### src/rtl/button_event_generator.sv
// -----------------------------------------------------------------------------
// button_event_generator
//
// Conditions the four active-low DE0-CV push buttons into clean in_clk-domain
// events. Each button goes through a two-flop synchronizer and then its own
// four-state debounce FSM (RELEASED / PRESS_CHK / HELD / RELEASE_CHK), which
// has a 26-bit debounce counter and a 26-bit auto-repeat counter.
//
// Ports:
//   in_clk         system clock (50 MHz)
//   global_reset   asynchronous, active-high reset
//   in_button[3:0] raw buttons, active-low, asynchronous to in_clk
//   out_level      debounced level, 1 = held
//   out_press      one-cycle pulse when a press is accepted
//   out_release    one-cycle pulse when a release is accepted
//   out_repeat     one-cycle auto-repeat pulse while held (REPEAT_MASK bits)
//   out_any_press  OR of every out_press and out_repeat bit
//
// All outputs are registered.
// -----------------------------------------------------------------------------
module button_event_generator #(
  parameter logic [25:0] DEBOUNCE_CYCLES = 26'd1_000_000,
  parameter logic [25:0] REPEAT_DELAY    = 26'd25_000_000,
  parameter logic [25:0] REPEAT_PERIOD   = 26'd10_000_000,
  parameter logic [3:0]  REPEAT_MASK     = 4'b0110
) (
  input  logic       in_clk,
  input  logic       global_reset,
  input  logic [3:0] in_button,
  output logic [3:0] out_level,
  output logic [3:0] out_press,
  output logic [3:0] out_release,
  output logic [3:0] out_repeat,
  output logic       out_any_press
);

  typedef enum logic [1:0] {
    RELEASED    = 2'd0,
    PRESS_CHK   = 2'd1,
    HELD        = 2'd2,
    RELEASE_CHK = 2'd3
  } btn_state_t;

  localparam logic [25:0] DEBOUNCE_LAST = DEBOUNCE_CYCLES - 26'd1;
  localparam logic [25:0] DELAY_LAST    = REPEAT_DELAY - 26'd1;
  localparam logic [25:0] PERIOD_LAST   = REPEAT_PERIOD - 26'd1;

  // Synchronizer stages hold raw (active-low) levels; reset value means released.
  logic [3:0]  sync1_r;
  logic [3:0]  sync2_r;
  logic [3:0]  pressed_s;

  btn_state_t  state_r      [4];
  btn_state_t  state_nxt_s  [4];
  logic [25:0] dcnt_r       [4];
  logic [25:0] dcnt_nxt_s   [4];
  logic [25:0] rcnt_r       [4];
  logic [25:0] rcnt_nxt_s   [4];
  logic [25:0] rcnt_cmp_s   [4];
  logic [3:0]  first_done_r;
  logic [3:0]  first_done_nxt_s;

  logic [3:0]  level_s;
  logic [3:0]  press_s;
  logic [3:0]  release_s;
  logic [3:0]  repeat_s;

  assign pressed_s = ~sync2_r;

  // Per-button next-state, counter and pulse decode.
  always_comb begin
    first_done_nxt_s = first_done_r;
    level_s          = 4'b0000;
    press_s          = 4'b0000;
    release_s        = 4'b0000;
    repeat_s         = 4'b0000;
    for (int n = 0; n < 4; n++) begin
      state_nxt_s[n] = state_r[n];
      dcnt_nxt_s[n]  = dcnt_r[n];
      rcnt_nxt_s[n]  = rcnt_r[n];
      // The first repeat waits REPEAT_DELAY, later ones REPEAT_PERIOD.
      if (first_done_r[n]) begin
        rcnt_cmp_s[n] = PERIOD_LAST;
      end else begin
        rcnt_cmp_s[n] = DELAY_LAST;
      end

      case (state_r[n])
        RELEASED: begin
          if (pressed_s[n]) begin
            state_nxt_s[n] = PRESS_CHK;
            dcnt_nxt_s[n]  = 26'd0;
          end else begin
            state_nxt_s[n] = RELEASED;
          end
        end

        PRESS_CHK: begin
          if (!pressed_s[n]) begin
            // Bounce: drop back without any event.
            state_nxt_s[n] = RELEASED;
          end else if (dcnt_r[n] == DEBOUNCE_LAST) begin
            state_nxt_s[n]      = HELD;
            press_s[n]          = 1'b1;
            rcnt_nxt_s[n]       = 26'd0;
            first_done_nxt_s[n] = 1'b0;
          end else begin
            dcnt_nxt_s[n] = dcnt_r[n] + 26'd1;
          end
        end

        HELD: begin
          if (!pressed_s[n]) begin
            // rcnt is frozen so a release bounce resumes the repeat cadence.
            state_nxt_s[n] = RELEASE_CHK;
            dcnt_nxt_s[n]  = 26'd0;
          end else if (REPEAT_MASK[n]) begin
            if (rcnt_r[n] == rcnt_cmp_s[n]) begin
              repeat_s[n]         = 1'b1;
              rcnt_nxt_s[n]       = 26'd0;
              first_done_nxt_s[n] = 1'b1;
            end else begin
              rcnt_nxt_s[n] = rcnt_r[n] + 26'd1;
            end
          end else begin
            rcnt_nxt_s[n] = rcnt_r[n];
          end
        end

        RELEASE_CHK: begin
          if (pressed_s[n]) begin
            state_nxt_s[n] = HELD;
          end else if (dcnt_r[n] == DEBOUNCE_LAST) begin
            state_nxt_s[n] = RELEASED;
            release_s[n]   = 1'b1;
          end else begin
            dcnt_nxt_s[n] = dcnt_r[n] + 26'd1;
          end
        end

        default: begin
          state_nxt_s[n] = RELEASED;
          dcnt_nxt_s[n]  = 26'd0;
          rcnt_nxt_s[n]  = 26'd0;
        end
      endcase

      // Registered level follows the state being entered.
      level_s[n] = (state_nxt_s[n] == HELD) || (state_nxt_s[n] == RELEASE_CHK);
    end
  end

  // Synchronizer, FSM state, counters and registered outputs.
  always_ff @(posedge in_clk or posedge global_reset) begin
    if (global_reset) begin
      sync1_r       <= 4'b1111;
      sync2_r       <= 4'b1111;
      first_done_r  <= 4'b0000;
      out_level     <= 4'b0000;
      out_press     <= 4'b0000;
      out_release   <= 4'b0000;
      out_repeat    <= 4'b0000;
      out_any_press <= 1'b0;
      for (int n = 0; n < 4; n++) begin
        state_r[n] <= RELEASED;
        dcnt_r[n]  <= 26'd0;
        rcnt_r[n]  <= 26'd0;
      end
    end else begin
      sync1_r       <= in_button;
      sync2_r       <= sync1_r;
      first_done_r  <= first_done_nxt_s;
      out_level     <= level_s;
      out_press     <= press_s;
      out_release   <= release_s;
      out_repeat    <= repeat_s;
      out_any_press <= |(press_s | repeat_s);
      for (int n = 0; n < 4; n++) begin
        state_r[n] <= state_nxt_s[n];
        dcnt_r[n]  <= dcnt_nxt_s[n];
        rcnt_r[n]  <= rcnt_nxt_s[n];
      end
    end
  end

endmodule

### config.mk
export PLATFORM = sky130hd
export DESIGN_NAME = button_event_generator
export DESIGN_NICKNAME = d
export VERILOG_FILES = /design/src/rtl/button_event_generator.sv
export SDC_FILE = /design/constraint.sdc
export NUM_CORES = 1
export LEC_CHECK = 0
export CAP_MARGIN = 10
export CORE_UTILIZATION = 30
export CTS_CLUSTER_DIAMETER = 40
export DETAILED_ROUTE_END_ITERATION = 12
export GPL_TIMING_DRIVEN = 0
export SETUP_SLACK_MARGIN = 0.05
export SKIP_CTS_REPAIR_TIMING = 1
export SYNTH_ARGS = -nofsm -noshare
export SYNTH_HDL_FRONTEND = slang
export SYNTH_SLANG_ARGS = --single-unit
### constraint.sdc
create_clock -name in_clk -period 7.7 [get_ports in_clk]
set_input_delay 0.77 -clock in_clk [delete_from_list [all_inputs] [get_ports in_clk]]
set_output_delay 0.77 -clock in_clk [all_outputs]
set_load 0.01 [all_outputs]
* Yosys cells after proc, flatten, opt, wreduce, memory -nomap -nowiden
Index checks and enable logic that the tools add are counted.
** Storage, ports and cells
- Logic and storage cells :: 194
- Register bits :: 189
- Output and inout port bits :: 17
- Bits of input ports :: 6
** Cells by class
- Reduce and logical (&&, ||, !) cells :: 19
- $add $sub $neg :: 6
- Bitwise operators :: 2
- Equality and inequality tests :: 48
- Mux-type cells :: 100
** Operators with widths (number)
- $mux W26 :: 28
- $pmux W26 S4 :: 4
- $add A26 B1 Y26 const B :: 6
- $eq A26 B20 Y1 const B :: 4
- $pmux W26 S2 :: 2
- $eq A26 B26 Y1 :: 2
- $mux W25 :: 2
- $ne A2 B2 Y1 const B :: 22
- $mux W2 :: 20
- $mux W1 :: 38
- $eq A2 B2 Y1 const B :: 16
- $pmux W2 S4 :: 4
- $reduce_and A4 Y1 :: 6
- $reduce_and A5 Y1 :: 2
- $eq A2 B1 Y1 const B :: 4
- $logic_not A2 Y1 :: 4
- $logic_or A1 B1 Y1 :: 4
- $not A4 Y4 :: 1
- $or A4 B3 Y4 :: 1
- $pmux W1 S2 :: 2
- $reduce_bool A2 Y1 :: 2
- $reduce_or A4 Y1 :: 1

* Longest topological paths before layout
Gate-level depths: netlist of the first run.
- Depth after elaboration :: 7
- Gate-level depth with buffers :: 9

* Worst setup path before layout of the first run
No wires, ideal clock.
- Path kind :: reg2reg
- Start :: register sync2_r[1]
- End :: register dcnt_r[74] (netlist name)
- Setup slack :: 5398 ps
- Library setup time :: 120 ps
- Arrival time :: 2183 ps
- Cell stages (with the launch flop) :: 8
- Path buffers :: 2
- Required time :: 7580 ps
- Path through :: dfstp_2 clkbuf_1 xor2_1 or4_1 clkbuf_1 nor3_1 a21oi_1 a31o_1
** Between the ends
- Cells in the longest elaborated chain, start to end :: 3
- Elaborated cells on any way between the ends :: 6
- Classes of those cells :: eq/ne: 4; bitwise: 1; reduce/logical: 1
** RTL lines
- start, declared :: line 50 : logic [3:0] sync2_r;
- start signal, assigned :: line 171 : sync2_r <= sync1_r;
- $not A4 Y4 * :: line 68 : assign pressed_s = ~sync2_r;
- $ne A2 B2 Y1 (no line)
- $reduce_and A4 Y1 (no line) *
- end signal, assigned by index :: line 180 : dcnt_r[n] <= dcnt_nxt_s[n];
- end, declared :: line 55 : logic [25:0] dcnt_r [4];
Mark *: on every way between the ends. The rest lies on a longest branch, timed or not.
A chain may end at the register's enable or synchronous reset.

* Worst setup path in the final report of the first run
- Start :: register dcnt_r[11] (netlist name)
- End :: register dcnt_r[17] (netlist name)
** Between the ends
- Cells in the longest elaborated chain, start to end :: 4
- Elaborated cells on any way between the ends :: 6
- Classes of those cells :: add/sub: 1; eq/ne: 1; mux: 4
** RTL lines
- $add A26 B1 Y26 / $eq A26 B20 Y1 (equally long branches)
- $mux W26 * :: line 102, 133
- $mux W26, on equally long branches :: line 131, 99
- $pmux W26 S4 * :: line 88 : case (state_r[n])
Mark *: on every way between the ends. The rest lies on a longest branch, timed or not. The select of a mux whose other input is x is not followed.

==> results of run 1 <==
## state kept, by name (all words and copies together), names as in the netlist, 4 cells and up
register,count
sync2_r,4
out_level,4
out_press,4
rcnt_r,52
out_release,4
dcnt_r,104
state_r,8
sync1_r,4
## Yosys cell counts, types with 8 or more instances
cell type / number
a21oi_1: 79
and2_1: 12
and3_1: 23
and4_1: 9
buf_2: 11
clkbuf_1: 40
dfrtp_1: 181
dfstp_2: 8
inv_1: 16
nand2_1: 130
nand2b_1: 10
nand3_1: 58
nand4_1: 38
nand4b_1: 8
nor2_1: 82
nor3_1: 27
nor4_1: 30
nor4b_1: 14
o211ai_1: 10
o21ai_0: 44
o21ai_1: 30
o31ai_1: 48
o41ai_1: 8
or3_1: 32
or4_1: 40
or4b_1: 8
xnor2_1: 15
xor2_1: 18
## routing by layer
metal | share of wire (%) | global-route usage [%] | vias up
li1 | - | - | 4419
met1 | 48 | 20.0 | 4405
met2 | 47 | 23.4 | 183
met3 | 3.4 | 2.19 | 39
met4 | 1.9 | 5.22 | 0
met5 | 0 | 0 | -
## cells by family (layout without fill, tap and decap cells)
family / Yosys count / count (layout) / share of synthesized area, %
AO/OA/AOI/OAI: 278 / 278 / 17.2
XOR/XNOR: 33 / 33 / 2.80
multiplexers: 9 / 9 / 0.896
flip-flops: 189 / 189 / 45.9
buffers and inverters: 76 / 129 / 3.05
AND/OR/NAND/NOR: 551 / 551 / 29.5
adder cells (fa/ha/maj): 6 / 6 / 0.727
other: 1 / 2 / 0.0363
## path summary, 6_finish.rpt
kind,startpoint,end,slack (ps)
worst max register to register,dcnt_r[11]$_DFFE_PP0P_,dcnt_r[17]$_DFFE_PP0P_,4890
min in group asynchronous,global_reset,out_release[0]$_DFF_PP0_,800
worst min-delay path,sync1_r[0]$_DFF_PP1_,sync2_r[0]$_DFF_PP1_,360
worst min register to register,sync1_r[0]$_DFF_PP1_,sync2_r[0]$_DFF_PP1_,360
worst max-delay path,dcnt_r[11]$_DFFE_PP0P_,dcnt_r[17]$_DFFE_PP0P_,4890
max in group asynchronous,global_reset,dcnt_r[5]$_DFFE_PP0P_,5950
## layout make-up
class	instances	share of cell area [%]
Timing Repair Buffer	21	1.95
Sequential cell	189	40.5
Tap cell	448	4.79
Inverter	20	0.706
Multi-Input combinational cell	879	45.1
Clock inverter	9	0.727
Clock buffer	23	4.17
Buffer	56	2.05
## metrics by stage
| stage | TNS (ps) | setup slack, ps | utilization, % | instance area, µm² | hold slack [ps] |
|---|---|---|---|---|---|
| 5_1_grt | 0 | 4640 | 34.7 | 11700 | 362 |
| 3_5_place_dp | 0 | 4880 | 33.0 | 11100 | 348 |
| 6_report | 0 | 4890 | 34.7 | 11700 | 357 |
| 2_1_floorplan | 0 | 1800 | - | 10300 | 345 |
| 3_3_place_gp | -181210 | -1030 | 32.9 | 11100 | 346 |
| 4_1_cts | 0 | 4830 | 34.7 | 11700 | 359 |
## worst max-delay path, cell delays in order, from the launching register on
cell and delay, ps:
dfrtp_1 360, clkbuf_1 180, nor4b_1 310, nand4_1 240, o31ai_2 670, clkbuf_1 430, buf_2 330, o221ai_1 150
## power by group through the flow
stage | Combinational [µW] | Sequential, µW | Clock, µW
3_5_place_dp | 90.0 | 1040 | 0
4_1_cts | 90.6 | 1020 | 900
6_report | 88.0 | 1020 | 870
3_3_place_gp | 87.6 | 1040 | 0
2_1_floorplan | 62.4 | 1040 | 0
5_1_grt | 103 | 1030 | 931
==> results.cfg, run 1 <==
[run_status]
status = finished, final reports clean

[power_and_ir_drop]
power_density_nw_per_um2 = 169
p_leak_uw = 0.00437
p_sw_share_pct = 23.7
combinationalPowerShare_pct = 4.4
power.internal_uw = 1510
ir_worst_vdd_mv = 0.145
p_seq_share_pct = 51.7
totalPowerFinal_uw = 1980
p_sw_uw = 470
pwr-share-clk_pct = 43.9

[floorplan]
die_w_um = 188
ios = 23
floorplan.die_area_um2 = 35200
start_util_pct = 30.7
rows = 67
fp.coreArea_um2 = 33700
die_y_um = 188

[timing]
finalHoldViolCount = 0
layout_min_cycle_time_ps = 2810
fin_skew_ps = 11.2
tightest_slew_ps = 1210
timing.final.crit_share_pct = 36.5
finalSetupViolations = 0
rsz0062_at_grt = false
max-slew-margin-rel_pct = 18.4
maxClockFrequency_ghz = 0.355
finalMaxSlewViolations = 0

[detailed_routing]
vias_per_cell = 5.50
dr_total_vias = 9046
drt_iter0_markers = 530
ant_nets = 0
route.detailed.drc = 0
drtPass1Iterations = 5
routedWlPerCell_um = 15.2
wirelength_mm = 25.0

[global_routing]
grt_pass1_wl_mm = 42.8
overflow = 0
grt_max_degree = 112
antenna_found_initial = 0
grt_pass1_vias = 8494
grt_usage_pct = 14.6

[cells_and_area]
final_cells = 1645
multi_input_area_um2 = 5280
filler_cell_count = 3490
register_area_um2 = 4740
area_growth_pct = 13.3
antenna_cells = 0
final_cell_mix = 181 x dfrtp_1, 130 x nand2_1, 82 x nor2_1
layout_commonest_cell = dfrtp_1
fin_nets = 1196
drive_gt1_share_pct = 5.93

[clock_tree]
cts_buffers = 17
clockBufferDepth = 2
cts_tree = done
cts_root_buf = clkbuf_16
cts.clk_slew.worst_paths_ps = 70
cts_sinks = 189
htreeDepth = 4
clk_latency_ps = 440

[critical_path]
crit_path_start_kind = register
worstSetupPathType = register to register
rr_worst_depth = 7
required_ps = 8000
cp_data_arrival_time_ps = 3110
crit_path_end_kind = register
path_max_fanout = 10

[run]
cap_violations = 0

[synth]
ys_seq_area_share_pct = 45.9
yosysWarnings = 0
synth_cell_types = 76
syn_area_um2 = 10300
postSynthCellCount = 1143
synth_edf_count = 0
synth_area_leaders = dfrtp_1 44%, nand2_1 4.7%, a21oi_1 3.8%, o31ai_1 3.5%, nor2_1 3.0%
synthArstFlopShare_pct = 100
ys_seq_elements = 189
syn_avg_cell_area_um2 = 9.04
synth_top_flop_cell = dfrtp_1
yosys.area.top_type_share_pct = 43.8
yosysTopAreaCell = dfrtp_1

[placed_design]
dp_hpwl_mm = 17.1
gp_congestion = 0.831
port_buffers = 20
dp_cells = 1613

[min_path]
min_path_type = register to register
whs_path_depth = 0
Power figures use the tool's default switching activity.
==> run 2: changes to the inputs <==
- clock period: 7.7 -> 2.3 ns (I/O delays scaled with it)
==> results.cfg, run 2 (synthesized netlist as in run 1, its figures left out) <==
[run_status]
violations = setup timing
status = finished with violations

[timing]
layout_min_cycle_time_ps = 2330
tightest_slew_ps = 813
finalSetupViolations = 1
rsz0062_at_grt = true
fin_skew_ps = 13.3
maxClockFrequency_ghz = 0.430
timing.final.crit_share_pct = 101
max-slew-margin-rel_pct = 45.3
fin_ws_ps = -27.8
finalMaxSlewViolations = 0
finalHoldViolCount = 0

[cells_and_area]
final_area_um2 = 13000
largest-register = dcnt_r
reg_top3 = dcnt_r: 104 flops, rcnt_r: 52 flops, state_r: 8 flops
antenna_cells = 0
drive_gt1_share_pct = 20.6
final_util_pct = 38.7
final_cell_mix = 164 x dfrtp_1, 128 x nand2_1, 79 x nor2_1
largest_reg_flops = 104
filler_cell_count = 3326
register_area_um2 = 4760
area_growth_pct = 26.3
multi_input_area_um2 = 5960
layout_commonest_cell = dfrtp_1
fin_nets = 1244

[critical_path]
cp_data_arrival_time_ps = 2700
crit_path_start_kind = register
critPathSlowestCell = o32a_4
crit_top_cell = buf_6
required_ps = 2680
worstSetupPathType = register to register
crit_path_end_kind = register
slowest_delay_ps = 490
path_delay_family = simple AND/OR/NAND/NOR gates
path_max_fanout = 7
rr_worst_depth = 8
crit_buf_inv = 3
path_depth = 8
path_cells = buf_6 > nor4b_4 > nand2_2 > o32a_4 > buf_6 > clkbuf_16 > or3_4 > a21oi_2

[power_and_ir_drop]
p_sw_share_pct = 24.9
p_seq_share_pct = 50.4
p_sw_uw = 1700
p_leak_uw = 0.00490
power.internal_uw = 5130
pwr-share-clk_pct = 44.4
combinationalPowerShare_pct = 5.2
ir_worst_vdd_mv = 0.550
power_density_nw_per_um2 = 523

[detailed_routing]
route.detailed.drc = 0
vias_per_cell = 5.65
drtPass1Iterations = 7
dr_total_vias = 9564
wirelength_mm = 27.4
ant_nets = 0
drt_iter0_markers = 726
routedWlPerCell_um = 16.2

[global_routing]
grt_max_degree = 40
grt_pass1_vias = 8732
overflow = 0
grt_pass1_wl_mm = 44.1
antenna_found_initial = 0
grt_usage_pct = 15.0

[run]
cap_violations = 0

[floorplan]
floorplan.die_area_um2 = 35200
die_y_um = 188
rows = 67
fp.coreArea_um2 = 33700
die_w_um = 188
start_util_pct = 30.7
ios = 23

[placed_design]
dp_hpwl_mm = 17.8
place_area_um2 = 11200
gp_congestion = 0.824
port_buffers = 20

[clock_tree]
cts.clk_slew.worst_paths_ps = 80
cts_root_buf = clkbuf_16
cts_tree = done
cts_sinks = 189
clockBufferDepth = 2
cts_buffers = 17
htreeDepth = 4
clk_latency_ps = 440

[min_path]
min_path_type = input pin to async pin
## run 2: cell count changes in the layout (fill, tap and decap cells not counted), sizes merged
cell / before / now
buf: 16 / 74
clkinv: 4 / 5
inv: 21 / 24
bufinv: 1 / 2
o32a: 1 / 2
clkbuf: 63 / 47
## run 2: area by class of cell
class	count	share of cell area [%]
Buffer	50	2.63
Clock buffer	18	3.29
Clock inverter	14	1.21
Inverter	20	0.604
Multi-Input combinational cell	880	45.7
Sequential cell	189	36.5
Tap cell	448	4.30
Timing Repair Buffer	74	5.81
## run 2: worst reg2reg max path: stages, from the launching register on
cell	delay, ps
dfrtp_1	380
buf_6	130
nor4b_4	340
nand2_2	160
o32a_4	490
buf_6	150
clkbuf_16	140
or3_4	360
a21oi_2	120
## run 2: worst paths after layout
| kind | slack, ps | end | start |
|---|---|---|---|
| setup / recovery | -30 | rcnt_r[38]$_DFFE_PP0P_ | dcnt_r[33]$_DFFE_PP0P_ |
| setup reg to reg | -30 | rcnt_r[38]$_DFFE_PP0P_ | dcnt_r[33]$_DFFE_PP0P_ |
| hold / removal | 180 | dcnt_r[97]$_DFFE_PP0P_ | global_reset |
| hold reg to reg | 360 | sync2_r[3]$_DFF_PP1_ | sync1_r[3]$_DFF_PP1_ |
| max in group asynchronous | 1210 | sync2_r[1]$_DFF_PP1_ | global_reset |
| min in group in_clk | 200 | sync1_r[0]$_DFF_PP1_ | in_button[0] |
## run 2: layer usage
| layer | routed length [µm] | vias up | global-route usage [%] |
|---|---|---|---|
| li1 | - | 4514 | - |
| met1 | 12900 | 4751 | 20.7 |
| met2 | 13100 | 261 | 24.0 |
| met3 | 1080 | 38 | 2.38 |
| met4 | 362 | 0 | 4.63 |
| met5 | 0 | - | 0 |
## run 2: per-stage QoR
step	cells	setup slack, ps	total power [µW]	TNS (ps)	hold slack, ps
3_5_place_dp	1617	-503	3810	-35610	353
3_3_place_gp	1612	-2020	3780	-405910	346
2_1_floorplan	1144	-358	3690	-64790	234
4_1_cts	1649	-529	6840	-38290	185
5_1_grt	1693	-105	7080	-690	178
6_report	1693	-27.8	6830	-27.8	182
## run 2: power by group through the flow
stage	registers, µW	logic, µW	clock network [µW]
after floorplan	3480	210	0
after global placement	3490	294	0
after detailed placement	3490	319	0
after CTS	3430	320	3100
after global routing	3450	399	3230
final	3440	353	3030
==> variant 1: new RTL, settings of run 1 <==
Register the output `out_level` once more, with the module's reset; this adds one clock of latency there. The other outputs are not delayed to match.
--- a/src/rtl/button_event_generator.sv
+++ b/src/rtl/button_event_generator.sv
@@ -46,2 +46,4 @@
   localparam logic [25:0] PERIOD_LAST   = REPEAT_PERIOD - 26'd1;
+
+  logic [3:0] out_level_s0;
 
@@ -158,3 +160,3 @@
       first_done_r  <= 4'b0000;
-      out_level     <= 4'b0000;
+      out_level_s0  <= 4'b0000;
       out_press     <= 4'b0000;
@@ -172,3 +174,3 @@
       first_done_r  <= first_done_nxt_s;
-      out_level     <= level_s;
+      out_level_s0  <= level_s;
       out_press     <= press_s;
@@ -185,2 +187,10 @@
 
+  always_ff @(posedge in_clk or posedge global_reset) begin
+    if (global_reset) begin
+      out_level <= '0;
+    end else begin
+      out_level <= out_level_s0;
+    end
+  end
+
 endmodule
Behaviour: same outputs for any inputs over 4 cycles, from zero or initial values and one cycle with global_reset high; that may be too few to reach the edited logic, so the function may still have changed.
==> variant 1 against run 1 <==
- cell area shrank 5.4%
- first-iteration DRC count shrank 12%
- combinational power shrank 24%
- wire length shrank 18%
- setup slack lost 0.17 ns
- sequential cell count grew 4
- total power grew 5.6%
- non-clock buffer count shrank 19
- highest routed layer unchanged
- synthesized area shrank 6.4%
- sequential share of layout area grew 3.2 points
- largest cell class is now registers
- synthesized cell count shrank 10%
==> variant 1: results (changes against run 1) <==
<table>
<tr><th>Metric</th><th>Value</th></tr>
<tr><th colspan="2">Status</th></tr>
<tr><td>Result of the run</td><td>finished, final reports clean (unchanged)</td></tr>
<tr><th colspan="2">Power and ir drop</th></tr>
<tr><td>Peak supply drop</td><td>0.000170 V (was 0.000145 V)</td></tr>
<tr><td>Leakage dissipation</td><td>4.49 nW (was 4.37 nW)</td></tr>
<tr><th colspan="2">Detailed routing</th></tr>
<tr><td>Number of vias in the routed layout</td><td>7548 (was 9046)</td></tr>
<tr><td>Initial detailed-routing violation count</td><td>465 (was 530)</td></tr>
<tr><td>Detailed-routing iteration count for the pre-antenna-repair pass</td><td>6 (was 5)</td></tr>
<tr><th colspan="2">Layout</th></tr>
<tr><td>Number of standard cells in the layout, taps in and fillers out</td><td>1484 (was 1645)</td></tr>
<tr><td>Layout cells sized above 1</td><td>6.10% (was 5.93%)</td></tr>
<tr><td>Fill cell count</td><td>3188 (was 3490)</td></tr>
<tr><td>Post-layout nets</td><td>1081 (was 1196)</td></tr>
<tr><th colspan="2">Placement</th></tr>
<tr><td>Placement-stage worst setup slack</td><td>4.80 ns (was 4.88 ns)</td></tr>
<tr><td>Cell area reported after detailed placement</td><td>0.0104 mm² (was 0.0111 mm²)</td></tr>
<tr><th colspan="2">Yosys</th></tr>
<tr><td>Avg Cell Area, Syn</td><td>9.40 µm² (was 9.04 µm²)</td></tr>
<tr><td>Commonest cells in the netlist</td><td>sky130_fd_sc_hd__dfrtp_1 (185), sky130_fd_sc_hd__nor2_1 (139), sky130_fd_sc_hd__nand2_1 (88) (was sky130_fd_sc_hd__dfrtp_1 (181), sky130_fd_sc_hd__nand2_1 (130), sky130_fd_sc_hd__nor2_1 (82))</td></tr>
<tr><th colspan="2">Worst setup path</th></tr>
<tr><td>Top delay family on crit path</td><td>simple AND/OR/NAND/NOR gates (was buffers and inverters)</td></tr>
<tr><td>CP startpoint</td><td>sync2_r[1]$_DFF_PP1_ (was dcnt_r[11]$_DFFE_PP0P_)</td></tr>
<tr><td>Launching point of the worst reg2reg path</td><td>sync2_r[1]$_DFF_PP1_ (was dcnt_r[11]$_DFFE_PP0P_)</td></tr>
<tr><td>Critical-path maximum fanout</td><td>9 (was 10)</td></tr>
<tr><th colspan="2">STA</th></tr>
<tr><td>Shortest period the worst path allows</td><td>2.98 ns (was 2.81 ns)</td></tr>
<tr><td>Pin slew with the least headroom to its limit</td><td>1.22 ns (was 1.21 ns)</td></tr>
<tr><td>Worst-case hold slack</td><td>0.351 ns (was 0.357 ns)</td></tr>
<tr><th colspan="2">Global route</th></tr>
<tr><td>First-pass GRT wire length</td><td>35700 µm (was 42800 µm)</td></tr>
<tr><td>Number of global-route vias before repair</td><td>7213 (was 8494)</td></tr>
<tr><td>GR Util All Layers</td><td>13.1% (was 14.6%)</td></tr>
<tr><td>Maximum number of pins on one net before global-route repair</td><td>113 (was 112)</td></tr>
<tr><th colspan="2">Hold path</th></tr>
<tr><td>Startpoint of the most critical hold path</td><td>out_level_s0[3]$_DFF_PP0_ (was sync1_r[0]$_DFF_PP1_)</td></tr>
</table>
## variant 1: cell count changes in the layout (fill, tap and decap cells not counted), sizes merged, moves of 7 or more
cell	change
nand2	-42
or4	-36
nand4	+8
inv	+10
or3	-7
clkbuf	-19
o211ai	-9
a21oi	-46
nor2	+58
xor2	+36
o31ai	-31
o21ai	-8
xnor2	+31
## variant 1: cell type report
class                   instances  share of cell area, %
inverters                      28                   1.02
plain buffers                  37                   1.54
clock inverters                15                   2.10
clock buffers                  17                   3.84
flip-flops and latches        193                   43.7
well taps                     402                   4.54
repair buffers                 21                   2.06
multi-input cells             771                   41.2
## variant 1: kinds of logic after synthesis
family	Yosys count	share of synthesized area, %
simple gates	510	27.3
flops	193	50.1
compound gates	148	9.38
xor+xnor	100	9.06
buf+inv	65	2.85
fa+ha+maj	6	0.777
mux	5	0.531
other cells	1	0.0388
## variant 1: final timing paths
kind	depth (start not counted)	endpoint
min	0	out_level[3]$_DFF_PP0_
max	6	dcnt_r[76]$_DFFE_PP0P_
min in group asynchronous	2	rcnt_r[27]$_DFFE_PP0P_
max reg2reg	6	dcnt_r[76]$_DFFE_PP0P_
min reg2reg	0	out_level[3]$_DFF_PP0_
max in group asynchronous	3	sync1_r[3]$_DFF_PP1_
## variant 1: power groups by stage
stage	combinational [mW]	sequential [mW]	clock, mW
CTS	0.0699	1.04	1.01
global placement	0.0664	1.06	0
global route	0.0793	1.04	1.05
detailed placement	0.0698	1.06	0
finish	0.0673	1.04	0.987
floorplan	0.0480	1.05	0
## variant 1: metal layers
layer | vias to the layer above | part of all wire, % | track usage [%]
met5 | - | 0 | 0
met4 | 0 | 0.83 | 3.42
met3 | 13 | 3.1 | 2.63
met2 | 112 | 44 | 20.2
met1 | 3688 | 52 | 18.6
li1 | 3735 | - | -
==> variant 2: new RTL, flow settings as in run 1 <==
Without the edit above. `DEBOUNCE_CYCLES`: 26'd1_000_000 -> 26'd500000.
--- a/src/rtl/button_event_generator.sv
+++ b/src/rtl/button_event_generator.sv
@@ -21,3 +21,3 @@
 module button_event_generator #(
-  parameter logic [25:0] DEBOUNCE_CYCLES = 26'd1_000_000,
+  parameter logic [25:0] DEBOUNCE_CYCLES = 26'd500000,
   parameter logic [25:0] REPEAT_DELAY    = 26'd25_000_000,
Function: same outputs for any inputs over 4 cycles, from zero or initial values and one cycle with global_reset high; that may be too few to reach the edited logic, so the function may still have changed.
==> variant 2 against run 1 <==
- setup slack improved by 0.23 ns
- cell area fell by 4.4%
- critical path type unchanged
- synthesized area fell by 5.3%
- sequential cell count did not move
- synthesized cell count fell by 10%
- total power rose by 1.9%
- sequential share of layout area rose by 1.9 points
- critical path depth fell by 1
- wire length fell by 18%
- count of clock-buffer cells in the layout fell by 2
- hold slack barely moved
==> variant 2: results (changes against run 1) <==
<table>
<tr><th>Metric</th><th>Value</th></tr>
<tr><th colspan="2">Power and ir drop</th></tr>
<tr><td>Leakage dissipation</td><td>4.52 nW (was 4.37 nW)</td></tr>
<tr><td>Peak supply drop</td><td>0.000131 V (was 0.000145 V)</td></tr>
<tr><th colspan="2">Placement</th></tr>
<tr><td>Estimated wirelength of the detail-placed design</td><td>14200 µm (was 17100 µm)</td></tr>
<tr><td>GP Congestion</td><td>0.841 (was 0.831)</td></tr>
<tr><th colspan="2">Worst setup path</th></tr>
<tr><td>CP max stage cell</td><td>sky130_fd_sc_hd__a21oi_2 (was sky130_fd_sc_hd__o31ai_2)</td></tr>
<tr><td>Data arrival time of the worst path</td><td>2.90 ns (was 3.11 ns)</td></tr>
<tr><td>Top delay family on crit path</td><td>simple AND/OR/NAND/NOR gates (was buffers and inverters)</td></tr>
<tr><td>Maximum cell stage delay along the critical path</td><td>0.52 ns (was 0.67 ns)</td></tr>
<tr><th colspan="2">Status</th></tr>
<tr><td>Result of the run</td><td>finished, final reports clean (unchanged)</td></tr>
<tr><th colspan="2">Yosys</th></tr>
<tr><td>Commonest cells in the netlist</td><td>sky130_fd_sc_hd__dfrtp_1 (181), sky130_fd_sc_hd__nor2_1 (151), sky130_fd_sc_hd__nand2_1 (88) (was sky130_fd_sc_hd__dfrtp_1 (181), sky130_fd_sc_hd__nand2_1 (130), sky130_fd_sc_hd__nor2_1 (82))</td></tr>
<tr><td>Count of mapped cells out of synthesis</td><td>1027 (was 1143)</td></tr>
<tr><th colspan="2">Layout</th></tr>
<tr><td>Number of standard cells in the layout, taps in and fillers out</td><td>1516 (was 1645)</td></tr>
<tr><td>Layout cells sized above 1</td><td>7.68% (was 5.93%)</td></tr>
<tr><th colspan="2">Global route</th></tr>
<tr><td>GR Util All Layers</td><td>13.2% (was 14.6%)</td></tr>
<tr><td>First-pass GRT wire length</td><td>36300 µm (was 42800 µm)</td></tr>
<tr><td>Maximum number of pins on one net before global-route repair</td><td>126 (was 112)</td></tr>
<tr><td>Number of global-route vias before repair</td><td>7471 (was 8494)</td></tr>
<tr><th colspan="2">Detailed routing</th></tr>
<tr><td>Initial detailed-routing violation count</td><td>519 (was 530)</td></tr>
<tr><td>Vias per Instance</td><td>4.98 (was 5.50)</td></tr>
<tr><td>Detailed-routing iteration count for the pre-antenna-repair pass</td><td>6 (was 5)</td></tr>
</table>
[variant 2: cell types whose count changed in the layout (fill, tap and decap cells not counted), moves of 10 or more]
cell | run 1 | this run
sky130_fd_sc_hd__nor2_1 | 82 | 151
sky130_fd_sc_hd__a21oi_1 | 79 | 27
sky130_fd_sc_hd__or4_1 | 40 | 4
sky130_fd_sc_hd__or3_1 | 32 | 10
sky130_fd_sc_hd__nand3_1 | 58 | 77
sky130_fd_sc_hd__xnor2_1 | 15 | 59
sky130_fd_sc_hd__nand2_1 | 130 | 88
sky130_fd_sc_hd__o211ai_1 | 10 | 0
sky130_fd_sc_hd__o31ai_1 | 48 | 10
sky130_fd_sc_hd__o21ai_1 | 30 | 2
sky130_fd_sc_hd__clkbuf_1 | 42 | 27
sky130_fd_sc_hd__xor2_1 | 18 | 60
[variant 2: cell families after synthesis]
logic type	share of synthesized area [%]
other	0.0383
multiplexers	0.716
AND/OR/NAND/NOR	28.5
AO/OA/AOI/OAI	8.04
adder cells (fa/ha/maj)	0.767
buffers and inverters	2.84
flip-flops	48.4
XOR/XNOR	10.7
[variant 2: final timing paths]
check,start,end,slack [ns],depth (start not counted)
worst max-delay path,dcnt_r[33]$_DFFE_PP0P_,rcnt_r[37]$_DFFE_PP0P_,5.12,6
worst min-delay path,sync1_r[1]$_DFF_PP1_,sync2_r[1]$_DFF_PP1_,0.36,0
worst max register to register,dcnt_r[33]$_DFFE_PP0P_,rcnt_r[37]$_DFFE_PP0P_,5.12,6
worst min register to register,sync1_r[1]$_DFF_PP1_,sync2_r[1]$_DFF_PP1_,0.36,0
max in group asynchronous,global_reset,out_press[2]$_DFF_PP0_,5.97,3
min in group asynchronous,global_reset,dcnt_r[93]$_DFFE_PP0P_,0.76,2
[variant 2: cell type report]
type                       instances  area, µm²  share of cell area [%]
buffer                            42        221                    1.98
clock inverter                    11        158                    1.41
timing repair buffer              21        228                    2.04
clock buffer                      21        460                    4.12
tap                              435        544                    4.87
multi-input combinational        782       4770                    42.7
sequential                       189       4740                    42.4
inverter                          15       63.8                   0.570
[variant 2: power by group]
part | total (mW) | internal, mW | switching [mW]
logic | 0.0708 | 0.0208 | 0.0500
registers | 1.02 | 1.01 | 0.0153
clock network | 0.926 | 0.534 | 0.392
[variant 2: metal layers]
metal	vias up	global-route usage (%)	part of all wire (%)
met5	-	0	0
met2	145	21.1	47
met4	0	5.08	2.0
met3	32	2.55	2.9
li1	3701	-	-
met1	3668	17.6	48
